`config.mk`:
```
export PLATFORM = sky130hd
export DESIGN_NAME = multicycle_ctrl
export DESIGN_NICKNAME = d
export VERILOG_FILES = /design/src/rtl/cpu_pkg.sv /design/src/rtl/multicycle_ctrl_alu_decoder.sv /design/src/rtl/multicycle_ctrl.sv
export SDC_FILE = /design/constraint.sdc
export NUM_CORES = 1
export LEC_CHECK = 0
export ABC_CLOCK_PERIOD_IN_PS = 2300
export BUFFER_PORTS_ARGS = -buffer_cell sky130_fd_sc_hd__buf_2
export CAP_MARGIN = 20
export CORE_UTILIZATION = 35
export DETAILED_ROUTE_END_ITERATION = 10
export PLACE_DENSITY = 0.62
export SETUP_SLACK_MARGIN = 0.4
export SYNTH_ARGS = -nofsm -noshare
export SYNTH_HDL_FRONTEND = slang
export SYNTH_HIERARCHICAL = 1
export SYNTH_SLANG_ARGS = --single-unit
export TNS_END_PERCENT = 1
```
`constraint.sdc`:
```
create_clock -name clk -period 2.3 [get_ports clk]
set_input_delay 0.23 -clock clk [delete_from_list [all_inputs] [get_ports clk]]
set_output_delay 0.23 -clock clk [all_outputs]
set_load 0.005 [all_outputs]
```
`src/rtl/cpu_pkg.sv`:
```
// Shared RV32I control definitions: ALU operation codes, base opcodes and
// the multicycle controller state type.
package cpu_pkg;

    typedef enum logic [3:0] {
        ALU_ADD = 4'b0000,
        ALU_SLL = 4'b0001,
        ALU_SLT = 4'b0010,
        ALU_XOR = 4'b0100,
        ALU_SRL = 4'b0101,
        ALU_OR  = 4'b0110,
        ALU_AND = 4'b0111,
        ALU_SUB = 4'b1000
    } alu_ops;

    localparam logic [6:0] OP_LW  = 7'b0000011;
    localparam logic [6:0] OP_SW  = 7'b0100011;
    localparam logic [6:0] OP_R   = 7'b0110011;
    localparam logic [6:0] OP_I   = 7'b0010011;
    localparam logic [6:0] OP_B   = 7'b1100011;
    localparam logic [6:0] OP_JAL = 7'b1101111;

    typedef enum logic [3:0] {
        S_FETCH,
        S_DECODE,
        S_MEMADR,
        S_MEMREAD,
        S_MEMWB,
        S_MEMWRITE,
        S_EXECR,
        S_EXECI,
        S_ALUWB,
        S_BRANCH,
        S_JAL,
        S_TRAP
    } ctrl_state_e;

    // Immediate format follows the opcode alone, independent of phase.
    function automatic logic [1:0] imm_src_of(input logic [6:0] op);
        case (op)
            OP_SW:   return 2'b01;
            OP_B:    return 2'b10;
            OP_JAL:  return 2'b11;
            default: return 2'b00;
        endcase
    endfunction

endpackage

```
`src/rtl/multicycle_ctrl_alu_decoder.sv`:
```
// Combinational ALU operation decoder for R-type and I-type ALU instructions;
// flags encodings this datapath cannot execute.
module alu_decoder
    import cpu_pkg::*;
(
    input  logic [2:0] funct3,
    input  logic       funct7b5,
    input  logic       is_rtype,
    output logic [3:0] alu_control,
    output logic       illegal_alu
);

    always_comb begin
        alu_control = ALU_ADD;
        illegal_alu = 1'b0;
        case (funct3)
            3'b000:  alu_control = (is_rtype && funct7b5) ? ALU_SUB : ALU_ADD;
            3'b001:  alu_control = ALU_SLL;
            3'b010:  alu_control = ALU_SLT;
            3'b100:  alu_control = ALU_XOR;
            // Arithmetic right shift is not provided by the ALU.
            3'b101:  begin
                alu_control = ALU_SRL;
                illegal_alu = funct7b5;
            end
            3'b110:  alu_control = ALU_OR;
            3'b111:  alu_control = ALU_AND;
            default: illegal_alu = 1'b1;
        endcase
    end

endmodule

```
`src/rtl/multicycle_ctrl.sv`:
```
// Multicycle RV32I control FSM: sequences the shared ALU and unified memory
// port across instruction phases, with a req/ready memory handshake.
module multicycle_ctrl
    import cpu_pkg::*;
(
    input  logic       clk,
    input  logic       reset,
    input  logic [6:0] op,
    input  logic [2:0] funct3,
    input  logic       funct7b5,
    input  logic       zero,
    input  logic       mem_ready,
    output logic       mem_req,
    output logic       mem_write,
    output logic       adr_src,
    output logic       ir_write,
    output logic       pc_write,
    output logic       reg_write,
    output logic [1:0] alu_src_a,
    output logic [1:0] alu_src_b,
    output logic [1:0] result_src,
    output logic [1:0] imm_src,
    output logic [3:0] alu_control,
    output logic       instr_done,
    output logic       illegal
);

    ctrl_state_e state_q, state_d;

    logic [3:0] dec_alu;
    logic       dec_illegal;
    logic       req_c, wr_c, irw_c, pcw_c, rw_c, done_c;

    alu_decoder u_alu_decoder (
        .funct3      (funct3),
        .funct7b5    (funct7b5),
        .is_rtype    (state_q == S_EXECR),
        .alu_control (dec_alu),
        .illegal_alu (dec_illegal)
    );

    always_ff @(posedge clk or negedge reset) begin
        if (!reset) begin
            state_q <= S_FETCH;
        end else begin
            state_q <= state_d;
        end
    end

    always_comb begin
        state_d     = state_q;
        req_c       = 1'b0;
        wr_c        = 1'b0;
        irw_c       = 1'b0;
        pcw_c       = 1'b0;
        rw_c        = 1'b0;
        done_c      = 1'b0;
        adr_src     = 1'b0;
        alu_src_a   = 2'b00;
        alu_src_b   = 2'b00;
        result_src  = 2'b00;
        alu_control = ALU_ADD;
        illegal     = 1'b0;

        case (state_q)
            S_FETCH: begin
                req_c      = 1'b1;
                alu_src_b  = 2'b10;
                result_src = 2'b10;
                irw_c      = mem_ready;
                pcw_c      = mem_ready;
                if (mem_ready) state_d = S_DECODE;
            end
            S_DECODE: begin
                alu_src_a = 2'b01;
                alu_src_b = 2'b01;
                case (op)
                    OP_LW, OP_SW: state_d = S_MEMADR;
                    OP_R:         state_d = S_EXECR;
                    OP_I:         state_d = S_EXECI;
                    OP_B:         state_d = S_BRANCH;
                    OP_JAL:       state_d = S_JAL;
                    default:      state_d = S_TRAP;
                endcase
            end
            S_MEMADR: begin
                alu_src_a = 2'b10;
                alu_src_b = 2'b01;
                state_d   = (op == OP_SW) ? S_MEMWRITE : S_MEMREAD;
            end
            S_MEMREAD: begin
                adr_src = 1'b1;
                req_c   = 1'b1;
                if (mem_ready) state_d = S_MEMWB;
            end
            S_MEMWB: begin
                result_src = 2'b01;
                rw_c       = 1'b1;
                done_c     = 1'b1;
                state_d    = S_FETCH;
            end
            S_MEMWRITE: begin
                adr_src = 1'b1;
                req_c   = 1'b1;
                wr_c    = 1'b1;
                if (mem_ready) begin
                    done_c  = 1'b1;
                    state_d = S_FETCH;
                end
            end
            S_EXECR, S_EXECI: begin
                alu_src_a   = 2'b10;
                alu_src_b   = (state_q == S_EXECI) ? 2'b01 : 2'b00;
                alu_control = dec_alu;
                state_d     = dec_illegal ? S_TRAP : S_ALUWB;
            end
            S_ALUWB: begin
                rw_c    = 1'b1;
                done_c  = 1'b1;
                state_d = S_FETCH;
            end
            S_BRANCH: begin
                alu_src_a   = 2'b10;
                alu_control = ALU_SUB;
                case (funct3)
                    3'b000: begin
                        pcw_c   = zero;
                        done_c  = 1'b1;
                        state_d = S_FETCH;
                    end
                    3'b001: begin
                        pcw_c   = !zero;
                        done_c  = 1'b1;
                        state_d = S_FETCH;
                    end
                    default: state_d = S_TRAP;
                endcase
            end
            S_JAL: begin
                alu_src_a = 2'b01;
                alu_src_b = 2'b10;
                pcw_c     = 1'b1;
                state_d   = S_ALUWB;
            end
            S_TRAP: begin
                illegal = 1'b1;
            end
            default: state_d = S_TRAP;
        endcase
    end

    // Strobes are forced low combinationally so reset silences them at once.
    assign mem_req    = req_c & reset;
    assign mem_write  = wr_c & req_c & reset;
    assign ir_write   = irw_c & reset;
    assign pc_write   = pcw_c & reset;
    assign reg_write  = rw_c & reset;
    assign instr_done = done_c & reset;
    assign imm_src    = imm_src_of(op);

endmodule
```
Yosys cells after proc, flatten, opt, wreduce, memory -nomap -nowiden
Cells that the tools add are included.
- register bits after elaboration: 4
- output and inout port bits: 20
- equality and inequality tests: 26
- muxes and demuxes: 28
- bitwise logic cells: 8
- reductions and logical operators: 16
- operator list (cell ; number):
    4-bit case mux with 10 select lines ; 1
    4-bit case mux with 7 select lines ; 1
    4-bit two-way mux ; 5
    4-bit case mux with 5 select lines ; 1
    4-bit by 3-bit equality test with 1-bit output, second input constant ; 4
    4-bit equality test, second input constant ; 4
    2-bit OR reduction ; 8
    7-bit by 6-bit equality test with 1-bit output, second input constant ; 2
    7-bit equality test, second input constant ; 2
    3-bit equality test, second input constant ; 4
    2-bit case mux with 3 select lines ; 2
    1-bit two-way mux ; 9
    4-bit by 2-bit equality test with 1-bit output, second input constant ; 2
    2-bit case mux with 2 select lines ; 2
    4-bit case mux with 2 select lines ; 1
    1-bit bitwise AND ; 7
    7-bit by 2-bit equality test with 1-bit output, second input constant ; 1
    7-bit by 5-bit equality test with 1-bit output, second input constant ; 1
    2-bit inequality test, second input constant ; 3
    1-bit case mux with 3 select lines ; 2
    6-bit OR reduction ; 1
    4-bit by 1-bit equality test with 1-bit output, second input constant ; 1
    4-bit zero test ; 1
    1-bit case mux with 2 select lines ; 2
    11 further kinds ; 11

Logic depth before layout (Yosys ltp)
- depth after elaboration: 5
- gate-level depth with buffers: 6
- depth with buffers taken out: 5

Hierarchy
The synthesis kept the hierarchy.
- modules (own cells, without submodules) (module ; instances ; cells an instance ; area an instance (um^2) ; seq. area each (um^2)):
    multicycle_ctrl ; 1 ; 103 ; 694.4 ; 100.1
    alu_decoder ; 1 ; 9 ; 76.3 ; 0.0

Worst setup path after synthesis
Ideal clock, no wire load.
- kind: reg-to-output
- start: reg state_q[2]
- end: out alu_control[3]
- arrival: 1359 ps
- required time: 2070 ps
- setup slack: 711 ps
- cell stages (with the launch flop): 7
- path buffers: 1
- cell sequence: dfrtp_1 > clkbuf_1 > nor2b_1 > and2_1 > nor4b_4 > nand3_1 > o21ai_0
- longest elaborated chain between the ends: 5
- RTL lines (element ; line ; text):
    start: declaration ; multicycle_ctrl.sv:28 ; ctrl_state_e state_q, state_d;
    start signal: assignment ; multicycle_ctrl.sv:46 ; state_q <= state_d;
    4-bit by 3-bit equality test with 1-bit output ; multicycle_ctrl.sv:37 ; .is_rtype (state_q == S_EXECR),
    1-bit logical AND ; multicycle_ctrl_alu_decoder.sv:17 ; 3'b000: alu_control = (is_rtype && funct7b5) ? ALU_SUB : ALU_ADD;
    4-bit two-way mux ; multicycle_ctrl_alu_decoder.sv:17 ;
    4-bit case mux with 7 select lines ; multicycle_ctrl_alu_decoder.sv:16 ; case (funct3)
    via dec_alu[3] ; multicycle_ctrl.sv:30 ; logic [3:0] dec_alu;
    4-bit case mux with 2 select lines ; multicycle_ctrl.sv:65 ; case (state_q)
    end: declaration ; multicycle_ctrl.sv:23 ; output logic [3:0] alu_control,
The timed path passes the listed nets, and every way through them passes these cells.

Worst setup path in the final report
- start: reg state_q[2]
- end: out instr_done
- longest elaborated chain between the ends: 4
- RTL lines (element ; line ; text):
    4-bit equality test / 4-bit by 3-bit equality test with 1-bit output (equally long branches) ; multicycle_ctrl.sv:65 ;
    2-bit OR reduction (no source line) ; n/a ;
    1-bit case mux with 3 select lines * ; multicycle_ctrl.sv:65 ;
    1-bit bitwise AND * ; multicycle_ctrl.sv:158 ; assign instr_done = done_c & reset;
    end: declaration ; multicycle_ctrl.sv:24 ; output logic instr_done,
Every way passes the cells marked *; elsewhere a longest branch is shown, timed or not.

==> metrics.txt <==
top post-synthesis cells by area=dfrtp_1 13%, nor2_1 7.3%, nor3_1 5.8%; Fin. Hold Viols=0; #FFs+latches synth=4; largest family of logic cells by synthesized area=simple AND/OR/NAND/NOR gates; first-pass GRT wire length=about 3500 µm; Max Fclk=0.548 GHz; Syn Nets=127; largest reg by FF count=state_q; chip width=48.9 µm; CTS H-tree lvls=1; Max-slew headroom=80.1%; PwrDens=around 1100 nW/µm²; antenna violations before repair=0; number of flip-flops in the largest register=4; Synth top area share=~13%; post-synthesis async set-or-reset flop share=100%; Post-Syn Area=771 µm²; Final Max Tran Viols=0; Fill cells=199; DRT iter0 DRCs=46; outcome=completed; CTS tree=yes; crit-path max FO=9; Main synth FF type=dfrtp_1; Worst-Margin Slew=0.297 ns; skew final=0.00889 ns; Total Nets Final=roughly 170; Die Span Y=48.9 µm; Core Box Area=around 2000 µm²; # port buffers=34; top cell type by total area after synthesis=dfrtp_1; drc violations=0; std cell rows=16; Via density=5.74; drt first pass iters=4; WL/cell=~14 µm; GP Congestion=0.814; Worst VDD drop=0.594 mV; CTS Buffer Depth=2; number of flops mapped to enable cells by yosys=0; Synth Area in Compound Gates=31.7%; boundary pin count=35; layout cell share with drive strength beyond 1=~39%; crit path time final=approximately 1.8 ns; Initial Util=38.1%; Seq/Total Area, Yosys=around 13%; clk sinks=4; adder-cell share of the synthesized area=0%; Arrival @ worst endpoint=1.60 ns; Syn. warnings=6; dpl hpwl=1750 µm; vias=between 1000 and 1500; Final Non-Filler Cells=177; die area=~2400 µm²; root buffer cell=clkbuf_4; vias in the first global route=848; Tot GR Track Use=a little under a fifth; ANT cells=0; Lkg Pwr=0.478 nW; Synth top cells by count=15 x nor2_1, 9 x nor3_1, 9 x o21ai_0; Placed Cells=roughly 170; period utilization=79.4%; Netlist cell types=41; RSZ-0062 raised after global routing=no; Max-cap violations=0; Remaining Overflow, GRT=0; final setup TNS=0 ns; Worst Path Required=around 2.1 ns; pin count of the biggest net entering global routing=16; Worst-path clk slew=~0.04 ns; critical path launch point type=register; Hold Path Class=input pin to asynchronous set/reset pin; endpoint type of the worst setup path=primary output; Avg Cell Area, Syn=6.88 µm²; XOR/XNOR Fraction of Synth Area=about 3.4%; simple-gate share of the synthesized area=45.5%; final antenna-violating net count=0; count leader, synth=nor2_1; Final setup viols=0; Routed WL=2390 µm; mux cell area share after synthesis=0%; Synth-to-Final Area Change=36.5%; crit path kind=register to primary output; top flop regs=state_q (4); cell count after synthesis=112; CTS Buf Count=3; Clk Latency, worst-skew pair=between 0.2 and 0.25 ns
-- report_power, final --
group	internal, mW	switching [mW]	total (mW)
Sequential	0.112	0.0558	0.168
Combinational	0.409	0.506	0.915
Clock	0.0587	0.0334	0.0921
Total	0.580	0.595	1.18
-- worst max-delay path, cell delays in order (launching register included) --
cell	delay, ns
dfrtp_2	0.45
nand2b_2	0.25
a2111oi_4	0.37
o21bai_1	0.15
buf_2	0.13
-- final timing paths --
kind,from,endpoint,slack (ns),cells past startpoint
setup / recovery,state_q[2],instr_done,0.47,4
hold / removal,reset,state_q[1],0.34,2
setup reg to reg,state_q[2],state_q[2],0.62,4
hold reg to reg,state_q[3],state_q[2],0.60,1
max in group asynchronous,reset,state_q[3],1.78,2
min in group clk,op[6],state_q[2],0.39,3
-- area by class of cell --
| type | instances | area [µm²] | share of cell area, % |
|---|---|---|---|
| flip-flops and latches | 4 | 104 | 9.87 |
| repair buffers | 43 | 240 | 22.8 |
| inverters | 3 | 11.3 | 1.07 |
| multi-input cells | 97 | 641 | 60.9 |
| clock buffers | 3 | 22.5 | 2.14 |
| well taps | 27 | 33.8 | 3.21 |
-- repair_timing --
action                                  4_1_cts  5_1_grt
endpoints found under the setup margin        3        3
gates resized for setup                       4        3
buffers inserted                              0        4
hold buffers                                  1        0
endpoints found under the hold margin         4        0
-- logic make-up after synthesis --
| family | count (synthesis) |
|---|---|
| buf+inv | 11 |
| xor+xnor | 3 |
| compound gates | 35 |
| simple gates | 59 |
| flops | 4 |
-- layout by cell type (no fill, tap or decap), drive strengths merged, types with 3 or more instances in the layout --
cell type	count
nor2	15
dfrtp	4
inv	3
nand2	5
nor3	9
buf	42
nor4b	3
o21ai	9
or3	3
clkbuf	3
o211ai	4
nor2b	3
nand2b	5
a21oi	7
and3	5
-- routing by layer --
layer / vias to the layer above / share of wire (%) / global-route usage [%]
met5: - / 0 / 0
met2: 40 / 49 / 30.6
met4: 0 / 0.42 / 7.35
li1: 490 / - / -
met3: 2 / 7.6 / 5.61
met1: 484 / 43 / 22.2
-- through the flow --
| stage | power [mW] | utilization [%] | area, µm² | worst slack [ns] | hold WS (ns) |
|---|---|---|---|---|---|
| CTS | 1.10 | 49.7 | 1000 | 0.391 | 0.338 |
| global placement | 0.985 | 47.8 | 966 | 0.571 | 0.0709 |
| global route | 1.28 | 52.0 | 1050 | 0.392 | 0.363 |
| finish | 1.18 | 52.0 | 1050 | 0.474 | 0.340 |
| floorplan | 0.745 | - | 771 | 0.711 | -0.0656 |
| detailed placement | 0.987 | 47.8 | 966 | 0.544 | 0.0647 |
No activity file was read; power rests on OpenSTA's default activity.
